File: config.mk
export PLATFORM = sky130hd
export DESIGN_NAME = mtimer_clint
export DESIGN_NICKNAME = d
export VERILOG_FILES = /design/src/rtl/clint_pkg.sv /design/src/rtl/mtime_counter.sv /design/src/rtl/mtimer_clint.sv
export SDC_FILE = /design/constraint.sdc
export NUM_CORES = 1
export LEC_CHECK = 0
export ABC_AREA = 0
export BUFFER_PORTS_ARGS = -buffer_cell sky130_fd_sc_hd__buf_2
export CAP_MARGIN = 20
export CORE_AREA = 2 2 226 117
export DETAILED_ROUTE_END_ITERATION = 6
export DIE_AREA = 0 0 228 119
export PLACE_DENSITY = 0.67
export SLEW_MARGIN = 20
export SYNTH_ARGS = -nofsm -noshare
export SYNTH_HDL_FRONTEND = slang
export SYNTH_SLANG_ARGS = --single-unit
File: constraint.sdc
create_clock -name clk -period 3.1 [get_ports clk]
set_clock_uncertainty 0.1 [all_clocks]
set_input_delay 0.155 -clock clk [delete_from_list [all_inputs] [get_ports clk]]
set_output_delay 0.155 -clock clk [all_outputs]
set_load 0.02 [all_outputs]
File: src/rtl/clint_pkg.sv
`default_nettype none
// ============================================================================
// Module : clint_pkg
// Brief  : Shared CLINT register map, request bundle and byte-merge helper.
// Rev    : 1.0
// ============================================================================
package clint_pkg;

  localparam logic [15:0] CLINT_MSIP     = 16'h0000;
  localparam logic [15:0] CLINT_MTIMECMP = 16'h4000;
  localparam logic [15:0] CLINT_MTIME    = 16'hBFF8;

  // Carried at full 64-bit width; narrower ports zero-extend into it.
  typedef struct packed {
    logic        write;
    logic [15:0] adr;
    logic [63:0] wdata;
    logic [7:0]  byteen;
  } clint_req_t;

  function automatic logic [63:0] byteMerge(input logic [63:0] oldVal,
                                            input logic [63:0] newVal,
                                            input logic [7:0]  mask);
    logic [63:0] res;
    for (int b = 0; b < 8; b++) begin
      res[8*b +: 8] = mask[b] ? newVal[8*b +: 8] : oldVal[8*b +: 8];
    end
    return res;
  endfunction

endpackage
`default_nettype wire

File: src/rtl/mtime_counter.sv
`default_nettype none
// ============================================================================
// Module : mtime_counter
// Brief  : Prescaled free-running 64-bit mtime with a byte-merged write port.
// Rev    : 1.0
// ============================================================================
module mtime_counter
  import clint_pkg::*;
#(
  parameter int TICK_DIV = 1
) (
  input  logic        clk,
  input  logic        reset_n,
  input  logic        wrEn,
  input  logic [63:0] wrData,
  input  logic [7:0]  wrMask,
  output logic [63:0] mtime
);

  localparam int                c_preW   = (TICK_DIV > 1) ? $clog2(TICK_DIV) : 1;
  localparam logic [c_preW-1:0] c_preMax = c_preW'(TICK_DIV - 1);

  logic [c_preW-1:0] r_prescale;
  logic [63:0]       r_mtime;
  logic              w_tick;

  assign w_tick = (r_prescale == c_preMax);
  assign mtime  = r_mtime;

  // A software write takes priority over the tick; the prescaler keeps its own phase.
  always_ff @(posedge clk) begin
    if (!reset_n) begin
      r_prescale <= '0;
      r_mtime    <= '0;
    end else begin
      r_prescale <= w_tick ? '0 : r_prescale + 1'b1;
      if (wrEn) begin
        r_mtime <= byteMerge(r_mtime, wrData, wrMask);
      end else if (w_tick) begin
        r_mtime <= r_mtime + 64'd1;
      end
    end
  end

endmodule
`default_nettype wire

File: src/rtl/mtimer_clint.sv
`default_nettype none
// ============================================================================
// Module : mtimer_clint
// Brief  : Core-local timer / software interrupt source with a req/rsp register port.
// Rev    : 1.0
// ============================================================================
module mtimer_clint
  import clint_pkg::*;
#(
  parameter int          XLEN         = 64,
  parameter int          TICK_DIV     = 1,
  parameter logic [63:0] MTIMECMP_RST = 64'hFFFF_FFFF_FFFF_FFFF
) (
  input  logic              clk,
  input  logic              reset_n,
  input  logic              ReqValid,
  output logic              ReqReady,
  input  logic              ReqWrite,
  input  logic [15:0]       ReqAdr,
  input  logic [XLEN-1:0]   ReqWData,
  input  logic [XLEN/8-1:0] ReqByteEn,
  output logic              RspValid,
  input  logic              RspReady,
  output logic [XLEN-1:0]   RspData,
  output logic              RspErr,
  output logic [63:0]       MTIME_CLINT,
  output logic              MTimerInt,
  output logic              MSwInt
);

  localparam int c_alignW = $clog2(XLEN/8);

  clint_req_t        w_req;
  logic              w_hiWord;
  logic              w_selMsip;
  logic              w_selCmp;
  logic              w_selTime;
  logic              w_err;
  logic              w_accept;
  logic              w_doWrite;
  logic [15:0]       w_base;
  logic [63:0]       w_wData;
  logic [7:0]        w_wMask;
  logic [63:0]       w_rdReg;
  logic [63:0]       w_rdLane;
  logic [63:0]       w_mtime;

  logic [63:0]       r_mtimecmp;
  logic              r_msip;
  logic              r_timerInt;
  logic              r_rspValid;
  logic              r_rspErr;
  logic [XLEN-1:0]   r_rspData;

  assign w_req = '{write: ReqWrite, adr: ReqAdr, wdata: 64'(ReqWData), byteen: 8'(ReqByteEn)};

  // On a 32-bit port, bit 2 picks the upper half of the 64-bit registers.
  always_comb begin
    w_hiWord  = (XLEN == 32) && w_req.adr[2];
    w_base    = {w_req.adr[15:3], 3'b000};
    w_selMsip = 1'b0;
    w_selCmp  = 1'b0;
    w_selTime = 1'b0;
    if (w_req.adr[c_alignW-1:0] == '0) begin
      if (w_base == CLINT_MSIP && !w_hiWord) begin
        w_selMsip = 1'b1;
      end else if (w_base == CLINT_MTIMECMP) begin
        w_selCmp = 1'b1;
      end else if (w_base == CLINT_MTIME) begin
        w_selTime = 1'b1;
      end
    end
    w_err = !(w_selMsip || w_selCmp || w_selTime);

    w_wData = w_hiWord ? {w_req.wdata[31:0], 32'b0} : w_req.wdata;
    w_wMask = w_hiWord ? {w_req.byteen[3:0], 4'b0}  : w_req.byteen;

    w_rdReg = '0;
    if (w_selMsip) begin
      w_rdReg = {63'b0, r_msip};
    end else if (w_selCmp) begin
      w_rdReg = r_mtimecmp;
    end else if (w_selTime) begin
      w_rdReg = w_mtime;
    end
    w_rdLane = w_hiWord ? {32'b0, w_rdReg[63:32]} : w_rdReg;
  end

  assign ReqReady  = !r_rspValid || RspReady;
  assign w_accept  = ReqValid && ReqReady;
  assign w_doWrite = w_accept && w_req.write && !w_err;

  mtime_counter #(
    .TICK_DIV (TICK_DIV)
  ) u_mtime (
    .clk     (clk),
    .reset_n (reset_n),
    .wrEn    (w_doWrite && w_selTime),
    .wrData  (w_wData),
    .wrMask  (w_wMask),
    .mtime   (w_mtime)
  );

  always_ff @(posedge clk) begin
    if (!reset_n) begin
      r_mtimecmp <= MTIMECMP_RST;
      r_msip     <= 1'b0;
      r_timerInt <= 1'b0;
      r_rspValid <= 1'b0;
      r_rspErr   <= 1'b0;
      r_rspData  <= '0;
    end else begin
      r_timerInt <= (w_mtime >= r_mtimecmp);
      if (w_doWrite && w_selCmp) begin
        r_mtimecmp <= byteMerge(r_mtimecmp, w_wData, w_wMask);
      end
      if (w_doWrite && w_selMsip && w_wMask[0]) begin
        r_msip <= w_wData[0];
      end
      if (w_accept) begin
        r_rspValid <= 1'b1;
        r_rspErr   <= w_err;
        r_rspData  <= (w_err || w_req.write) ? '0 : w_rdLane[XLEN-1:0];
      end else if (RspReady) begin
        r_rspValid <= 1'b0;
      end
    end
  end

  assign RspValid    = r_rspValid;
  assign RspData     = r_rspData;
  assign RspErr      = r_rspErr;
  assign MTIME_CLINT = w_mtime;
  assign MTimerInt   = r_timerInt;
  assign MSwInt      = r_msip;

endmodule
`default_nettype wire

* After elaboration in Yosys (flattened, before gate mapping)
Cells that the tools add are included.
Cells by class: $add $sub $neg 2, multiply operators 0, div/mod/pow operators 0, magnitude comparators 1, equality and inequality tests 11, shifts and indexed selects 0, muxes and demuxes 25, bitwise logic cells 0, reductions and logical operators 33
Operator list (count):
- $mux W64 | 6
- $add A64 B1 Y64 const B | 1
- $ge A64 B64 Y1 | 1
- $mux W8 | 8
- $reduce_and A2 Y1 | 17
- $ne A2 B2 Y1 const B | 8
- $eq A13 B12 Y1 const B | 1
- $eq A13 B13 Y1 const B | 1
- $logic_not A13 Y1 | 1
- $mux W1 | 11
- $logic_and A1 B1 Y1 | 7
- $logic_or A1 B1 Y1 | 4
- $logic_not A3 Y1 | 1
- $logic_not A1 Y1 | 2
- $ne A2 B1 Y1 const B | 1
- $reduce_bool A2 Y1 | 1
- $add A1 B1 Y1 const B | 1
Word-level totals: flip-flop bits (word level) 197, bits in latches 0, RAM bits 0, bits in read-only memories 0, bits of input ports 93, output and inout bits 133, logic and storage cells 94, memories 0

* Depth between registers and ports, before layout
Gate-level depths: netlist (run 1).
depth in word-level cells 10, mapped depth 10, gate-level depth less buffers 8

* Hierarchy
From an unflattened synthesis (run 1), not the netlist that was laid out.
Unflattened totals: cell total of the unflattened synthesis 1274, area total of the unflattened synthesis 10744.1 sq um
Modules (own cells, without submodules):
- mtimer_clint | times used 1, cells each 753, area each 6734.0 sq um, sequential area each 2642.5 sq um
- mtime_counter | times used 1, cells each 521, area each 4010.1 sq um, sequential area each 1301.2 sq um

* Least setup slack after synthesis (run 1)
Ideal clock, no wire load.
kind register to register, start point register u_mtime.r_mtime[1], in the netlist u_mtime.mtime[1], end point register u_mtime.r_mtime[54], in the netlist u_mtime.mtime[54], library setup time 74 ps, arrival 2308 ps, data required time 2926 ps, setup slack 618 ps, cell stages (with the launch flop) 8, path buffers 0, period minus slack after synthesis 2482 ps, cell sequence dfxtp_1 > ha_1 > and3_1 > nand3_1 > nor4_4 > nand3_1 > or4b_1 > a31oi_1
On the way: word-level cells in the longest chain between the ends 3
Ends and longest elaborated chain:
- from (decl) | line mtime_counter.sv:24 | logic [63:0] r_mtime;
- from (signal assigned) | line mtime_counter.sv:38 | r_mtime <= byteMerge(r_mtime, wrData, wrMask);
- from (signal assigned) | line mtime_counter.sv:40 | r_mtime <= r_mtime + 64'd1;
- $add A64 B1 Y64 | line mtime_counter.sv:40
- $mux W64 | line mtime_counter.sv:39 | end else if (w_tick) begin
- $mux W64 | line mtime_counter.sv:37 | if (wrEn) begin
Every way passes these cells. The select of a mux whose other input is x is not followed. A chain may end at the register's enable or synchronous reset.

* Worst setup path in the final report (run 1)
start point register u_mtime.r_mtime[1], in the netlist u_mtime.mtime[1], end point register u_mtime.r_mtime[42], in the netlist u_mtime.mtime[42]
Same word-level chain as after synthesis.

==> impl_metrics.json, run 1 <==
{
  "status": "completed",
  "synth.top_cell.area_share_pct": 35.4,
  "root_buffer": "clkbuf_16",
  "gp_congestion": 0.934,
  "crit_buf_inv": 0,
  "seq_area_frac_synth_pct": 35.4,
  "p_sw_mw": 1.23,
  "nNetsFinal": 1919,
  "seqPwrFrac_pct": 50.5,
  "drv_cap": 0,
  "postSynthAreaPerCell_sq_um": 7.52,
  "fin_crit_sh_pct": 93.6,
  "post-dp-hpwl_um": 30000,
  "grt_pass1_vias": 11300,
  "yosysMostFrequentCell": "dfxtp_1",
  "intPower_mw": 3.81,
  "pwr-share-comb_pct": 7.0,
  "min_period_ps": 2900,
  "grt_overflow": 0,
  "slew_headroom_pct": 37.8,
  "worst_pin_slew_ps": 933,
  "cp_max_fo": 7,
  "hp-class": "input pin to register",
  "arrival_ps": 3170,
  "grt_first_pass_wirelength_um": 64200,
  "critPathTopFamily": "simple AND/OR/NAND/NOR gates",
  "rsz0062_at_grt": "no",
  "setup_violations": 0,
  "synthDistinctLibCells": 71,
  "initial_utilization_pct": 43.6,
  "ios": 226,
  "cts_tree": "built",
  "cp.depth": 7,
  "postSynth.asyncResetShare_pct": 0,
  "dieHeight_um": 119,
  "areaGrowthSynthToFinish_pct": 26.9,
  "finalHoldViolations": 0,
  "firstDrtPassIters": 5,
  "path_cells": "ha_1 > and3_1 > and3_1 > nand4_1 > nor3_1 > a211oi_1 > a211oi_1",
  "drt_iter0_markers": 1336,
  "synth_fp_nets": 1639,
  "layout-drive-gt1-share_pct": 17.6,
  "swShare_pct": 24.3,
  "cts_buffers": 17,
  "post-cts-setup-buffers": 0,
  "netlist_top_cells_area": "dfxtp_1 (35%), nand3_1 (7.4%), ha_1 (7.3%)",
  "synth.ff_latch_count": 197,
  "rows": 42,
  "yosysWarnings": 0,
  "synth_flop_cell": "dfxtp_1",
  "startpoint_type": "register",
  "grt_max_degree": 65,
  "min_path_cells": 3,
  "core-area_sq_um": 25500,
  "nFillCells": 2500,
  "ir_drop_uv": 253,
  "ant_nets": 0,
  "portBuffers": 225,
  "yosysTopAreaCell": "dfxtp_1",
  "post_drt_via_cell_ratio": 5.84,
  "vias": 12400,
  "drc_errors": 0,
  "clock-sinks": 197,
  "path_clk_slew_ps": 70,
  "clk_latency_ps": 460,
  "slowest_delay_ps": 710,
  "wirelength_um": 40900,
  "synth_common_cells": "dfxtp_1 (197), nand2_1 (194), nand3_1 (164)",
  "setup-tns-final_ps": 0,
  "synthCells": 1481,
  "max_freq_mhz": 345,
  "multi_input_area_sq_um": 6540,
  "place_area_sq_um": 12700,
  "cp.required_ps": 3370,
  "synth-edff-count": 0,
  "grt_usage_pct": 29.8,
  "p_leak_nw": 6.70,
  "floorplan.die_area_sq_um": 27100,
  "netlist_area_sq_um": 11100,
  "cp_slowest_cell": "nor3_1",
  "antenna_found_initial": 1,
  "fp.dieW_um": 228,
  "p_per_area_nw_per_um2": 356,
  "cts_max_level": 4,
  "end_kind": "register",
  "wl_per_cell_um": 19.3,
  "finalMaxSlewViolations": 0,
  "cts_max_path_buffers": 2,
  "r2r_cells": 7,
  "fin_area_sq_um": 14100,
  "power_frac_clock_pct": 42.5,
  "seqCellArea_sq_um": 3940,
  "worstSetupPathType": "register to register"
}
-- worst register-to-register path: cells and delay by family (launching register included) --
family | cells | cell delay (ps)
AND/OR/NAND/NOR | 4 | 1540
flip-flops | 1 | 490
AO/OA/AOI/OAI | 2 | 400
adder cells (fa/ha/maj) | 1 | 290
-- stage by stage --
step	setup WS (ps)	hold WS [ps]	std cells	utilization [%]	total power, mW
3_3_place_gp	419	310	2001	49.6	2.88
2_1_floorplan	618	184	1481	-	2.73
3_5_place_dp	291	308	2001	49.6	2.88
6_report	199	18.3	2125	55.4	5.04
5_1_grt	24.6	25.5	2125	55.4	5.17
4_1_cts	285	0.958	2124	55.3	5.05
-- cells in the final DEF, fill, tap and decap left out, types with 14 or more instances in the layout --
cell	netlist	final
a21oi_1	108	107
clkbuf_16	0	17
buf_4	1	34
nor2_1	44	44
and3_1	26	26
nand3_1	164	164
o211ai_1	14	14
dfxtp_1	197	197
o21ai_0	120	120
inv_1	77	76
nor3_1	100	99
buf_2	7	224
dlygate4sd3_1	0	93
and2_1	71	71
nand4_1	29	29
a211oi_1	39	39
nand2_1	194	192
ha_1	65	65
-- state kept, by name, summed over array words and instances (netlist names) --
signal              flops
r_mtimecmp             64
RspData                64
u_mtime.mtime          64
MTimerInt               1
MSwInt                  1
RspErr                  1
u_mtime.r_prescale      1
RspValid                1
-- worst paths after layout --
kind                                               startpoint                              to  slack (ps)
worst max-delay path            u_mtime.mtime[1]$_SDFFE_PN0P_  u_mtime.mtime[42]$_SDFFE_PN0P_         200
worst min-delay path                             ReqByteEn[2]     r_mtimecmp[16]$_SDFFE_PN1P_          20
worst max register to register  u_mtime.mtime[1]$_SDFFE_PN0P_  u_mtime.mtime[42]$_SDFFE_PN0P_         200
worst min register to register     r_mtimecmp[1]$_SDFFE_PN1P_      r_mtimecmp[1]$_SDFFE_PN1P_         370
-- timing repair --
item,in CTS,in global routing
endpoints found under the hold margin,117,0
hold buffers,93,0
resized for setup,0,0
-- cell families (layout without fill, tap and decap cells) --
group,count (synthesis),in the layout,share of synthesized area (%)
and+or+nand+nor,691,691,31.6
AOI/OAI and AO/OA,346,346,18.8
DFF,197,197,35.4
buffers and inverters,172,463,5.99
adders and majority gates,65,65,7.30
muxes,8,8,0.775
other,1,2,0.0337
xor gates and xnor gates,1,1,0.0786
-- area by class of cell --
class	instances	area share, %
clock inverters	4	0.345
diodes	1	0.0177
clock buffers	26	3.39
well taps	352	3.12
multi-input cells	1112	46.3
repair buffers	355	16.9
flip-flops and latches	197	27.9
inverters	78	2.07
-- power groups by stage --
stage / clock network (mW) / registers [mW] / logic (mW)
after global routing: 2.25 / 2.54 / 0.377
after detailed placement: 0 / 2.60 / 0.278
after global placement: 0 / 2.60 / 0.275
final: 2.14 / 2.54 / 0.353
after CTS: 2.16 / 2.54 / 0.345
after floorplan: 0 / 2.61 / 0.123
-- layer usage --
layer	part of all wire [%]	up-vias	track usage, %
met3	10	34	5.91
met2	39	646	41.0
met5	0	-	0
met1	49	5867	46.6
met4	1.3	0	7.07
li1	-	5866	-
(Power assumes the default switching activity.)
==> run 2: changes to the inputs <==
--- a/config.mk
+++ b/config.mk
@@ -6,12 +6,13 @@
 export NUM_CORES = 1
 export LEC_CHECK = 0
 export ABC_AREA = 0
+export ABC_CLOCK_PERIOD_IN_PS = 3100
 export BUFFER_PORTS_ARGS = -buffer_cell sky130_fd_sc_hd__buf_2
 export CAP_MARGIN = 20
-export CORE_AREA = 2 2 226 117
+export CORE_AREA = 2 2 203 105
 export DETAILED_ROUTE_END_ITERATION = 6
-export DIE_AREA = 0 0 228 119
-export PLACE_DENSITY = 0.67
+export DIE_AREA = 0 0 205 107
+export PLACE_DENSITY = 0.8
 export SLEW_MARGIN = 20
 export SYNTH_ARGS = -nofsm -noshare
 export SYNTH_HDL_FRONTEND = slang
==> run 2 against run 1 <==
Compared with the run above:
- the flow now finishes with violations (design-rule violations)
- first-iteration DRC count up 15%
- final cell count down 4.0%
- critical path depth unchanged
- critical path type unchanged
- routed wire length down 2.9%
- register-to-register slack better by 50 ps
- sequential power about the same
==> impl_metrics.json, run 2 (synthesized netlist as in run 1, its figures left out) <==
{
  "status": "finished with violations",
  "violations": "design-rule violations",
  "cts_resized": 0,
  "crit_top_cell": "and3_1",
  "firstDrtPassIters": 7,
  "vias": 12700,
  "rows": 37,
  "final_cell_mix": "buf_2 (224), dfxtp_1 (197), nand2_1 (192)",
  "fp.dieW_um": 205,
  "nFillCells": 1687,
  "antenna_found_initial": 1,
  "crit_buf_inv": 0,
  "final_util_pct": 69.2,
  "nNetsFinal": 1910,
  "slowest_delay_ps": 580,
  "initial_utilization_pct": 55.2,
  "cp_max_fo": 8,
  "setup_violations": 0,
  "grt_overflow": 0,
  "grt_first_pass_wirelength_um": 62400,
  "clk_latency_ps": 440,
  "pwr-share-comb_pct": 7.0,
  "cp.required_ps": 3360,
  "final_common_cell": "buf_2",
  "grt_max_degree": 148,
  "max_freq_mhz": 351,
  "portBuffers": 225,
  "grt_usage_pct": 35.9,
  "power_frac_clock_pct": 42.8,
  "cts_tree": "built",
  "clock-sinks": 197,
  "arrival_ps": 3110,
  "layout-drive-gt1-share_pct": 18.1,
  "fin_crit_sh_pct": 91.9,
  "cts_max_level": 4,
  "min_period_ps": 2850,
  "cts_buffers": 17,
  "drt_iter0_markers": 1530,
  "floorplan.die_area_sq_um": 21900,
  "areaGrowthSynthToFinish_pct": 25.3,
  "swShare_pct": 26.5,
  "setup-tns-final_ps": 0,
  "finalHoldViolations": 0,
  "cts_max_path_buffers": 2,
  "p_per_area_nw_per_um2": 363,
  "finalMaxSlewViolations": 0,
  "wirelength_um": 39700,
  "root_buffer": "clkbuf_16",
  "drv_cap": 0,
  "gp_congestion": 0.942,
  "p_leak_nw": 6.67,
  "ant_nets": 0,
  "post-cts-setup-buffers": 0,
  "slew_headroom_pct": 37.8,
  "critPathTopFamily": "simple AND/OR/NAND/NOR gates",
  "ios": 226,
  "worst_pin_slew_ps": 932,
  "post-dp-hpwl_um": 27800,
  "p_total_mw": 5.06,
  "intPower_mw": 3.72,
  "worstSetupPathType": "register to register",
  "drc_errors": 1,
  "hp-class": "input pin to register",
  "seqPwrFrac_pct": 50.2,
  "dieHeight_um": 107,
  "cp_slowest_cell": "nor4_4",
  "p_sw_mw": 1.34,
  "wl_per_cell_um": 19.5,
  "path_clk_slew_ps": 80,
  "core-area_sq_um": 20200,
  "ir_drop_uv": 376,
  "post_drt_via_cell_ratio": 6.23,
  "path_cells": "ha_1 > and3_1 > nand3_1 > nor4_4 > and3_1 > a211oi_1 > a311oi_1",
  "cts_hold_buf": 85,
  "grt_pass1_vias": 11400,
  "rsz0062_at_grt": "no",
  "end_kind": "register",
  "startpoint_type": "register"
}
[run 2: cell count changes in the layout (fill, tap and decap cells not counted), moves of 2 or more]
cell and delta:
inv_8 +3, inv_6 +4, clkbuf_1 -7, dlygate4sd3_1 -8
clkbuf_8 -2, clkinvlp_4 +5
[run 2: area by class of cell]
type                            count  area [sq um]  area share, %
Antenna cell                        1          2.50         0.0179
Multi-Input combinational cell   1112          6540           46.9
Clock inverter                     15           121          0.869
Tap cell                          273           342           2.45
Clock buffer                       17           425           3.05
Inverter                           78           293           2.10
Sequential cell                   197          3940           28.3
Timing Repair Buffer              346          2290           16.4
[run 2: per-layer routing]
metal | global-route usage (%) | up-vias | share of wire (%) | wire, um
met1 | 53.6 | 5874 | 45 | 17700
li1 | - | 5853 | - | -
met4 | 9.46 | 0 | 1.6 | 645
met2 | 51.5 | 895 | 41 | 16300
met3 | 7.90 | 71 | 13 | 5140
met5 | 0 | - | 0 | 0
[run 2: worst paths after layout]
path                                      start  cells past startpoint  slack [ps]                        endpoint
setup reg to reg  u_mtime.mtime[1]$_SDFFE_PN0P_                      7         250  u_mtime.mtime[60]$_SDFFE_PN0P_
hold / removal                     ReqByteEn[5]                      3          10     r_mtimecmp[44]$_SDFFE_PN1P_
setup / recovery  u_mtime.mtime[1]$_SDFFE_PN0P_                      7         250  u_mtime.mtime[60]$_SDFFE_PN0P_
hold reg to reg     r_mtimecmp[12]$_SDFFE_PN1P_                      2         370     r_mtimecmp[12]$_SDFFE_PN1P_
[run 2: metrics by stage]
stage / hold WS [ps] / area (sq um) / cells / setup slack (ps)
finish: 11.8 / 14000 / 2039 / 250
global route: 17.0 / 14000 / 2039 / 110
CTS: 0.531 / 14000 / 2038 / 322
detailed placement: 310 / 12600 / 1921 / 323
global placement: 303 / 12600 / 1921 / 466
floorplan: 184 / 11100 / 1481 / 618
[run 2: worst reg2reg max path, cell delays in order, from the launching register on]
cell	delay, ps
dfxtp_1	480
ha_1	260
and3_1	250
nand3_1	250
nor4_4	580
and3_1	460
a211oi_1	140
a311oi_1	240
[run 2: power groups by stage]
stage          combinational [mW]  clock [mW]  sequential, mW
2_1_floorplan               0.123           0            2.61
5_1_grt                     0.372        2.27            2.54
6_report                    0.355        2.16            2.54
3_5_place_dp                0.275           0            2.60
4_1_cts                     0.341        2.18            2.54
3_3_place_gp                0.271           0            2.60
